File: src/rtl/mem_access_ctrl_pkg.sv
`default_nettype none
// ============================================================================
//  Module      : mem_access_ctrl_pkg
//  Description : Shared constants, default sizes and FSM encoding for the
//                word-array access sequencer.
//  Revision    : 1.0  initial release
// ============================================================================
package mem_access_ctrl_pkg;

    localparam int DEF_NUM_WORDS = 8;
    localparam int DEF_ADDR_W    = 3;
    localparam int DEF_DATA_W    = 8;

    // Polarity of the shared word RW line
    localparam logic RW_READ  = 1'b1;
    localparam logic RW_WRITE = 1'b0;

    typedef enum logic [2:0] {
        ST_IDLE         = 3'd0,
        ST_SETUP        = 3'd1,
        ST_ACCESS       = 3'd2,
        ST_CAPTURE      = 3'd3,
        ST_RESP         = 3'd4,
        ST_VERIFY_SETUP = 3'd5,
        ST_VERIFY_READ  = 3'd6
    } state_t;

endpackage
`default_nettype wire

File: src/rtl/mem_access_ctrl_if.sv
`default_nettype none
// ============================================================================
//  Module      : mem_access_ctrl_if
//  Description : Request/response handshake plus shared word-array bus.
//                master = requester and word array side, slave = controller.
//  Revision    : 1.0  initial release
// ============================================================================
interface mem_access_ctrl_if
    import mem_access_ctrl_pkg::*;
#(
    parameter int NUM_WORDS = DEF_NUM_WORDS,
    parameter int ADDR_W    = DEF_ADDR_W,
    parameter int DATA_W    = DEF_DATA_W
);
    logic                 req_valid;
    logic                 req_ready;
    logic                 req_write;
    logic [ADDR_W-1:0]    req_addr;
    logic [DATA_W-1:0]    req_wdata;
    logic                 rsp_valid;
    logic                 rsp_ready;
    logic [DATA_W-1:0]    rsp_rdata;
    logic                 rsp_err;
    logic [NUM_WORDS-1:0] word_sel;
    logic                 word_rw;
    logic [DATA_W-1:0]    word_din;
    logic [DATA_W-1:0]    word_dout;

    modport master (
        output req_valid, req_write, req_addr, req_wdata, rsp_ready, word_dout,
        input  req_ready, rsp_valid, rsp_rdata, rsp_err, word_sel, word_rw, word_din
    );

    modport slave (
        input  req_valid, req_write, req_addr, req_wdata, rsp_ready, word_dout,
        output req_ready, rsp_valid, rsp_rdata, rsp_err, word_sel, word_rw, word_din
    );

endinterface
`default_nettype wire

File: src/rtl/mem_access_ctrl_addr_decoder.sv
`default_nettype none
// ============================================================================
//  Module      : mem_access_ctrl_addr_decoder
//  Description : Combinational word index to one-hot select with range flag.
//                Out-of-range addresses produce an all-zero select.
//  Revision    : 1.0  initial release
// ============================================================================
module mem_access_ctrl_addr_decoder
    import mem_access_ctrl_pkg::*;
#(
    parameter int NUM_WORDS = DEF_NUM_WORDS,
    parameter int ADDR_W    = DEF_ADDR_W
) (
    input  wire logic [ADDR_W-1:0]    addr_i,
    output logic      [NUM_WORDS-1:0] sel_o,
    output logic                      in_range_o
);

    // One comparator per word; an index past NUM_WORDS-1 matches nothing
    for (genvar gi = 0; gi < NUM_WORDS; gi++) begin : g_sel
        assign sel_o[gi] = (addr_i == ADDR_W'(gi));
    end

    // Extra bit keeps NUM_WORDS == 2**ADDR_W representable
    assign in_range_o = ({1'b0, addr_i} < (ADDR_W + 1)'(NUM_WORDS));

endmodule
`default_nettype wire

File: src/rtl/mem_access_ctrl.sv
`default_nettype none
// ============================================================================
//  Module      : mem_access_ctrl
//  Description : Single-request sequencer in front of the word array. Settles
//                RW/data one cycle before asserting the one-hot select, holds
//                them while selected, captures read data, returns a response.
//                Optional macro MEM_WRITE_VERIFY_EN adds a read-back compare
//                after every write.
//  Revision    : 1.0  initial release
// ============================================================================
module mem_access_ctrl
    import mem_access_ctrl_pkg::*;
#(
    parameter int NUM_WORDS = DEF_NUM_WORDS,
    parameter int ADDR_W    = DEF_ADDR_W,
    parameter int DATA_W    = DEF_DATA_W
) (
    input  wire logic        clk,
    input  wire logic        rst_n,
    mem_access_ctrl_if.slave bus
);

    state_t               state_q;
    logic                 write_q;
    logic [ADDR_W-1:0]    addr_q;
    logic                 req_ready_q;
    logic                 rsp_valid_q;
    logic [DATA_W-1:0]    rsp_rdata_q;
    logic                 rsp_err_q;
    logic [NUM_WORDS-1:0] word_sel_q;
    logic                 word_rw_q;
    logic [DATA_W-1:0]    word_din_q;

    logic [NUM_WORDS-1:0] w_sel_onehot;
    logic                 w_in_range;

    mem_access_ctrl_addr_decoder #(
        .NUM_WORDS (NUM_WORDS),
        .ADDR_W    (ADDR_W)
    ) u_dec (
        .addr_i     (addr_q),
        .sel_o      (w_sel_onehot),
        .in_range_o (w_in_range)
    );

    // Sequencer FSM; every bus output is a register updated with the state
    always_ff @(posedge clk or negedge rst_n) begin
        if (!rst_n) begin
            state_q     <= ST_IDLE;
            write_q     <= 1'b0;
            addr_q      <= '0;
            req_ready_q <= 1'b0;
            rsp_valid_q <= 1'b0;
            rsp_rdata_q <= '0;
            rsp_err_q   <= 1'b0;
            word_sel_q  <= '0;
            word_rw_q   <= RW_READ;
            word_din_q  <= '0;
        end else begin
            case (state_q)
                ST_IDLE: begin
                    req_ready_q <= 1'b1;
                    if (bus.req_valid && req_ready_q) begin
                        req_ready_q <= 1'b0;
                        write_q     <= bus.req_write;
                        addr_q      <= bus.req_addr;
                        word_rw_q   <= bus.req_write ? RW_WRITE : RW_READ;
                        word_din_q  <= bus.req_wdata;
                        state_q     <= ST_SETUP;
                    end
                end
                ST_SETUP: begin
                    // Decoder yields all zeros for an out-of-range index
                    word_sel_q <= w_sel_onehot;
                    state_q    <= ST_ACCESS;
                end
                ST_ACCESS: begin
                    if (write_q) begin
                        word_sel_q <= '0;
                        word_rw_q  <= RW_READ;
`ifdef MEM_WRITE_VERIFY_EN
                        state_q    <= ST_VERIFY_SETUP;
`else
                        rsp_err_q   <= !w_in_range;
                        rsp_valid_q <= 1'b1;
                        state_q     <= ST_RESP;
`endif
                    end else begin
                        // Select and read polarity stay put for the capture cycle
                        state_q <= ST_CAPTURE;
                    end
                end
                ST_CAPTURE: begin
                    word_sel_q  <= '0;
                    rsp_rdata_q <= w_in_range ? bus.word_dout : '0;
                    rsp_err_q   <= !w_in_range;
                    rsp_valid_q <= 1'b1;
                    state_q     <= ST_RESP;
                end
`ifdef MEM_WRITE_VERIFY_EN
                ST_VERIFY_SETUP: begin
                    word_sel_q <= w_sel_onehot;
                    state_q    <= ST_VERIFY_READ;
                end
                ST_VERIFY_READ: begin
                    // word_din_q still holds the written value
                    word_sel_q  <= '0;
                    rsp_err_q   <= !w_in_range || (bus.word_dout != word_din_q);
                    rsp_valid_q <= 1'b1;
                    state_q     <= ST_RESP;
                end
`endif
                ST_RESP: begin
                    if (bus.rsp_ready) begin
                        rsp_valid_q <= 1'b0;
                        rsp_rdata_q <= '0;
                        rsp_err_q   <= 1'b0;
                        req_ready_q <= 1'b1;
                        state_q     <= ST_IDLE;
                    end
                end
                default: begin
                    word_sel_q  <= '0;
                    word_rw_q   <= RW_READ;
                    rsp_valid_q <= 1'b0;
                    state_q     <= ST_IDLE;
                end
            endcase
        end
    end

    assign bus.req_ready = req_ready_q;
    assign bus.rsp_valid = rsp_valid_q;
    assign bus.rsp_rdata = rsp_rdata_q;
    assign bus.rsp_err   = rsp_err_q;
    assign bus.word_sel  = word_sel_q;
    assign bus.word_rw   = word_rw_q;
    assign bus.word_din  = word_din_q;

endmodule
`default_nettype wire

File: src/flat_wrapper.sv
// flat-port wrapper written by rule: the top's interface ports become plain ports
module mem_access_ctrl_flat import mem_access_ctrl_pkg::*;
#(
    parameter int NUM_WORDS = DEF_NUM_WORDS,
    parameter int ADDR_W    = DEF_ADDR_W,
    parameter int DATA_W    = DEF_DATA_W
)
  (clk, rst_n, bus_req_valid, bus_req_write, bus_req_addr, bus_req_wdata, bus_rsp_ready, bus_word_dout, bus_req_ready, bus_rsp_valid, bus_rsp_rdata, bus_rsp_err, bus_word_sel, bus_word_rw, bus_word_din);
  mem_access_ctrl_if #(.NUM_WORDS(NUM_WORDS), .ADDR_W(ADDR_W), .DATA_W(DATA_W)) bus_i ();
  input  wire logic clk;
  input  wire logic rst_n;
  input wire logic [$bits(bus_i.req_valid)-1:0] bus_req_valid;
  input wire logic [$bits(bus_i.req_write)-1:0] bus_req_write;
  input wire logic [$bits(bus_i.req_addr)-1:0] bus_req_addr;
  input wire logic [$bits(bus_i.req_wdata)-1:0] bus_req_wdata;
  input wire logic [$bits(bus_i.rsp_ready)-1:0] bus_rsp_ready;
  input wire logic [$bits(bus_i.word_dout)-1:0] bus_word_dout;
  output wire logic [$bits(bus_i.req_ready)-1:0] bus_req_ready;
  output wire logic [$bits(bus_i.rsp_valid)-1:0] bus_rsp_valid;
  output wire logic [$bits(bus_i.rsp_rdata)-1:0] bus_rsp_rdata;
  output wire logic [$bits(bus_i.rsp_err)-1:0] bus_rsp_err;
  output wire logic [$bits(bus_i.word_sel)-1:0] bus_word_sel;
  output wire logic [$bits(bus_i.word_rw)-1:0] bus_word_rw;
  output wire logic [$bits(bus_i.word_din)-1:0] bus_word_din;
  assign bus_i.req_valid = bus_req_valid;
  assign bus_i.req_write = bus_req_write;
  assign bus_i.req_addr = bus_req_addr;
  assign bus_i.req_wdata = bus_req_wdata;
  assign bus_i.rsp_ready = bus_rsp_ready;
  assign bus_i.word_dout = bus_word_dout;
  assign bus_req_ready = bus_i.req_ready;
  assign bus_rsp_valid = bus_i.rsp_valid;
  assign bus_rsp_rdata = bus_i.rsp_rdata;
  assign bus_rsp_err = bus_i.rsp_err;
  assign bus_word_sel = bus_i.word_sel;
  assign bus_word_rw = bus_i.word_rw;
  assign bus_word_din = bus_i.word_din;
  mem_access_ctrl #(.NUM_WORDS(NUM_WORDS), .ADDR_W(ADDR_W), .DATA_W(DATA_W)) u_core (.clk(clk), .rst_n(rst_n), .bus(bus_i));
endmodule
File: config.mk
export PLATFORM = sky130hd
export DESIGN_NAME = mem_access_ctrl_flat
export DESIGN_NICKNAME = d
export VERILOG_FILES = /design/src/rtl/mem_access_ctrl_pkg.sv /design/src/rtl/mem_access_ctrl_if.sv /design/src/rtl/mem_access_ctrl_addr_decoder.sv /design/src/rtl/mem_access_ctrl.sv /design/src/flat_wrapper.sv
export SDC_FILE = /design/constraint.sdc
export NUM_CORES = 1
export LEC_CHECK = 0
export CAP_MARGIN = 25
export CELL_PAD_IN_SITES_DETAIL_PLACEMENT = 1
export CELL_PAD_IN_SITES_GLOBAL_PLACEMENT = 1
export CORE_UTILIZATION = 50
export CTS_BUF_LIST = sky130_fd_sc_hd__clkbuf_8
export DETAILED_ROUTE_END_ITERATION = 12
export DONT_BUFFER_PORTS = 1
export GPL_ROUTABILITY_DRIVEN = 0
export MAX_ROUTING_LAYER = met4
export PLACE_DENSITY = 0.8
export SETUP_SLACK_MARGIN = 0.5
export SLEW_MARGIN = 20
export SYNTH_ARGS = -nofsm -noshare
export SYNTH_HDL_FRONTEND = slang
export SYNTH_HIERARCHICAL = 1
export SYNTH_SLANG_ARGS = --single-unit
export TNS_END_PERCENT = 5
File: constraint.sdc
create_clock -name clk -period 2.8 [get_ports clk]
set_clock_uncertainty 0.1 [all_clocks]
set_input_delay 0.84 -clock clk [delete_from_list [all_inputs] [get_ports clk]]
set_output_delay 0.84 -clock clk [all_outputs]
set_load 0.05 [all_outputs]
==> metrics.cfg <==
[status]
status=finished, final reports clean

[critical_path]
startpoint=u_core/state_q[2]
worstReg2RegEnd=u_core/bus.rsp_rdata[0]
path_buf_inv=0
cp-endpoint=u_core/bus.rsp_rdata[0]
crit_family=flip-flops
crit_slowest_cell=dfrtp_1
startpoint_type=flop
cp_data_required_time_ns=2.86
cpPeakStageDelay_ns=0.64
crit_fanout=16
cp_cell_sequence=or3b_4, a2bb2o_4, mux2_4
path_depth=3
arrival_ns=2.08
critPathKind=reg2reg
r2r-start=u_core/state_q[2]
rrSetupSlack_ns=0.78
r2r_cells=3
worstSetupEndpointType=flop

[logic_synthesis]
synth_cell_types=31
synth_common_cells=34 x dfrtp_1, 12 x mux2_2, 12 x o21ai_0
synth-seq-area-share=0.538
synth_top_area_frac=0.522
synth.avg_cell_area_sq_um=12.2
ys_ff_latch=35
yosysMostFrequentCell=dfrtp_1
syn_inst=134
synth_edf_count=0
synth_nets=158
netlist_area_sq_um=1630
async_flop_share=1.00
synth-main-ff-cell=dfrtp_1
yosysTopAreaCell=dfrtp_1
synth_warnings=6
synth_area_leaders=dfrtp_1 52%, mux2_2 8.3%, mux2_4 7.4%

[route]
via_count=1017
drt-total-wl_microns=3370
drtAntennaViolNets=0
drc=0
drtIter0Drc=24
drt-vias-per-instance=5.71
wire_per_inst_microns=18.9
first_pass_iters=4

[clock_tree]
cts_tree=yes
clk_path_buf_depth=2
root_buffer=clkbuf_8
cts_hold_buf=0
cts-resized-gates=0
cts_buffers=5
clock-sinks=35
post_cts_buffers=0
clkLatencyLatePin_ns=0.29
htreeDepth=2
path_clk_slew_ns=0.07

[placed_design]
portBuffers=0
dp_hpwl_microns=2400

[sta]
slew_headroom=0.481
min_period_over_period=0.721
fmax_mhz=496
slew_viol_final=0
setup_viol=0
max_slew.worst_pin.slew_ns=0.775
rsz0062_at_grt=false
hold_viol=0
finalSetupTns_ns=0
fin_crit_ns=2.02

[global_routing]
overflow=0
grt_usage=0.226
antenna_found_initial=0
grt_pass1_wl_microns=5490
grt_pass1_vias=1145
grt_max_degree=36

[floorplanning]
start_util=0.530
die_w_microns=59.1
io-pin-count=52
coreArea_sq_um=3080
fp.dieH_microns=59.1
std_cell_rows=20
dieArea_sq_um=3490

[layout]
final_nets=158
antenna_cells=0
syn2layout_area_growth_pct=5.76
drive_above_1_share=0.276

[hold_path]
hold_path.class=in2async

[run]
max_cap_violations=0

-- sequential cells by signal (all words and copies together) (netlist names) --
signal and count:
u_core/addr_q 3, u_core/bus.req_ready 1, u_core/bus.rsp_err 1, u_core/bus.rsp_rdata 8, u_core/bus.rsp_valid 1, u_core/bus.word_din 8
u_core/bus.word_rw 1, u_core/bus.word_sel 8, u_core/state_q 3, u_core/write_q 1
-- through the flow --
stage	utilization	cell area [sq um]	hold WS [ns]	cells	setup WS [ns]
floorplan	-	1630	0.439	134	0.829
global placement	0.532	1640	0.445	171	0.881
detailed placement	0.532	1640	0.445	171	0.797
CTS	0.560	1720	0.136	178	0.792
global route	0.560	1720	0.128	178	0.727
finish	0.560	1720	0.139	178	0.782
-- routing by layer --
layer	wire length, microns	vias up	track usage
met1	1450	503	0.283
met4	45	0	0.0816
li1	-	470	-
met2	1620	38	0.336
met5	0	-	-
met3	247	6	0.0852
-- cells by family (layout without fill, tap and decap cells) --
family	after synthesis	after routing	share of synthesized area
and+or+nand+nor	38	38	0.142
AOI/OAI and AO/OA	28	28	0.114
buffers and inverters	11	11	0.0414
other	1	1	0.00230
DFF	35	35	0.538
muxes	21	21	0.163
-- cell type report --
| class | count | area (sq um) |
|---|---|---|
| Fill cell | 341 | 1350 |
| Sequential cell | 35 | 877 |
| Multi-Input combinational cell | 88 | 686 |
| Clock buffer | 6 | 82.6 |
| Tap cell | 44 | 55.1 |
| Inverter | 3 | 11.3 |
| Timing Repair Buffer | 1 | 7.51 |
| Clock inverter | 1 | 5.00 |
-- cell usage in the layout (no fill, tap or decap) --
cell type,netlist,routed
dfrtp_1,34,34
o21ai_0,12,12
mux2_2,12,12
a22oi_1,8,8
nand2_1,8,8
and3_1,8,8
mux2_4,8,8
clkbuf_8,0,6
nor2_1,5,5
nor2b_1,3,3
inv_1,3,3
a21oi_1,3,3
nor3b_1,3,3
and3b_2,3,3
nor3_1,2,2
clkinv_2,0,1
or3b_4,1,1
a2bb2o_4,1,1
nand3b_1,1,1
nor3_2,1,1
a31o_2,1,1
mux2i_1,1,1
nand2b_1,1,1
o21a_1,1,1
and3b_1,1,1
a211oi_1,1,1
a31oi_1,1,1
dfstp_2,1,1
buf_4,3,1
and3_2,1,1
conb_1,1,1
-- worst min path at each step --
stage	slack, ns	start	end	depth (start not counted)
finish	0.14	rst_n	u_core/bus.rsp_valid	0
global route	0.13	rst_n	u_core/bus.rsp_valid	0
CTS	0.14	rst_n	u_core/bus.rsp_valid	0
detailed placement	0.45	rst_n	u_core/bus.word_sel[5]	0
global placement	0.45	rst_n	u_core/bus.word_sel[6]	0
floorplan	0.44	rst_n	u_core/addr_q[0]	0
-- worst register-to-register path: stages, from the launching register on --
cell      delay (ns)
dfrtp_1         0.64
or3b_4          0.51
a2bb2o_4        0.32
mux2_4          0.32
Power is not shown: default switching activity piles up to over one toggle a cycle in this logic, so the estimate is an artifact.
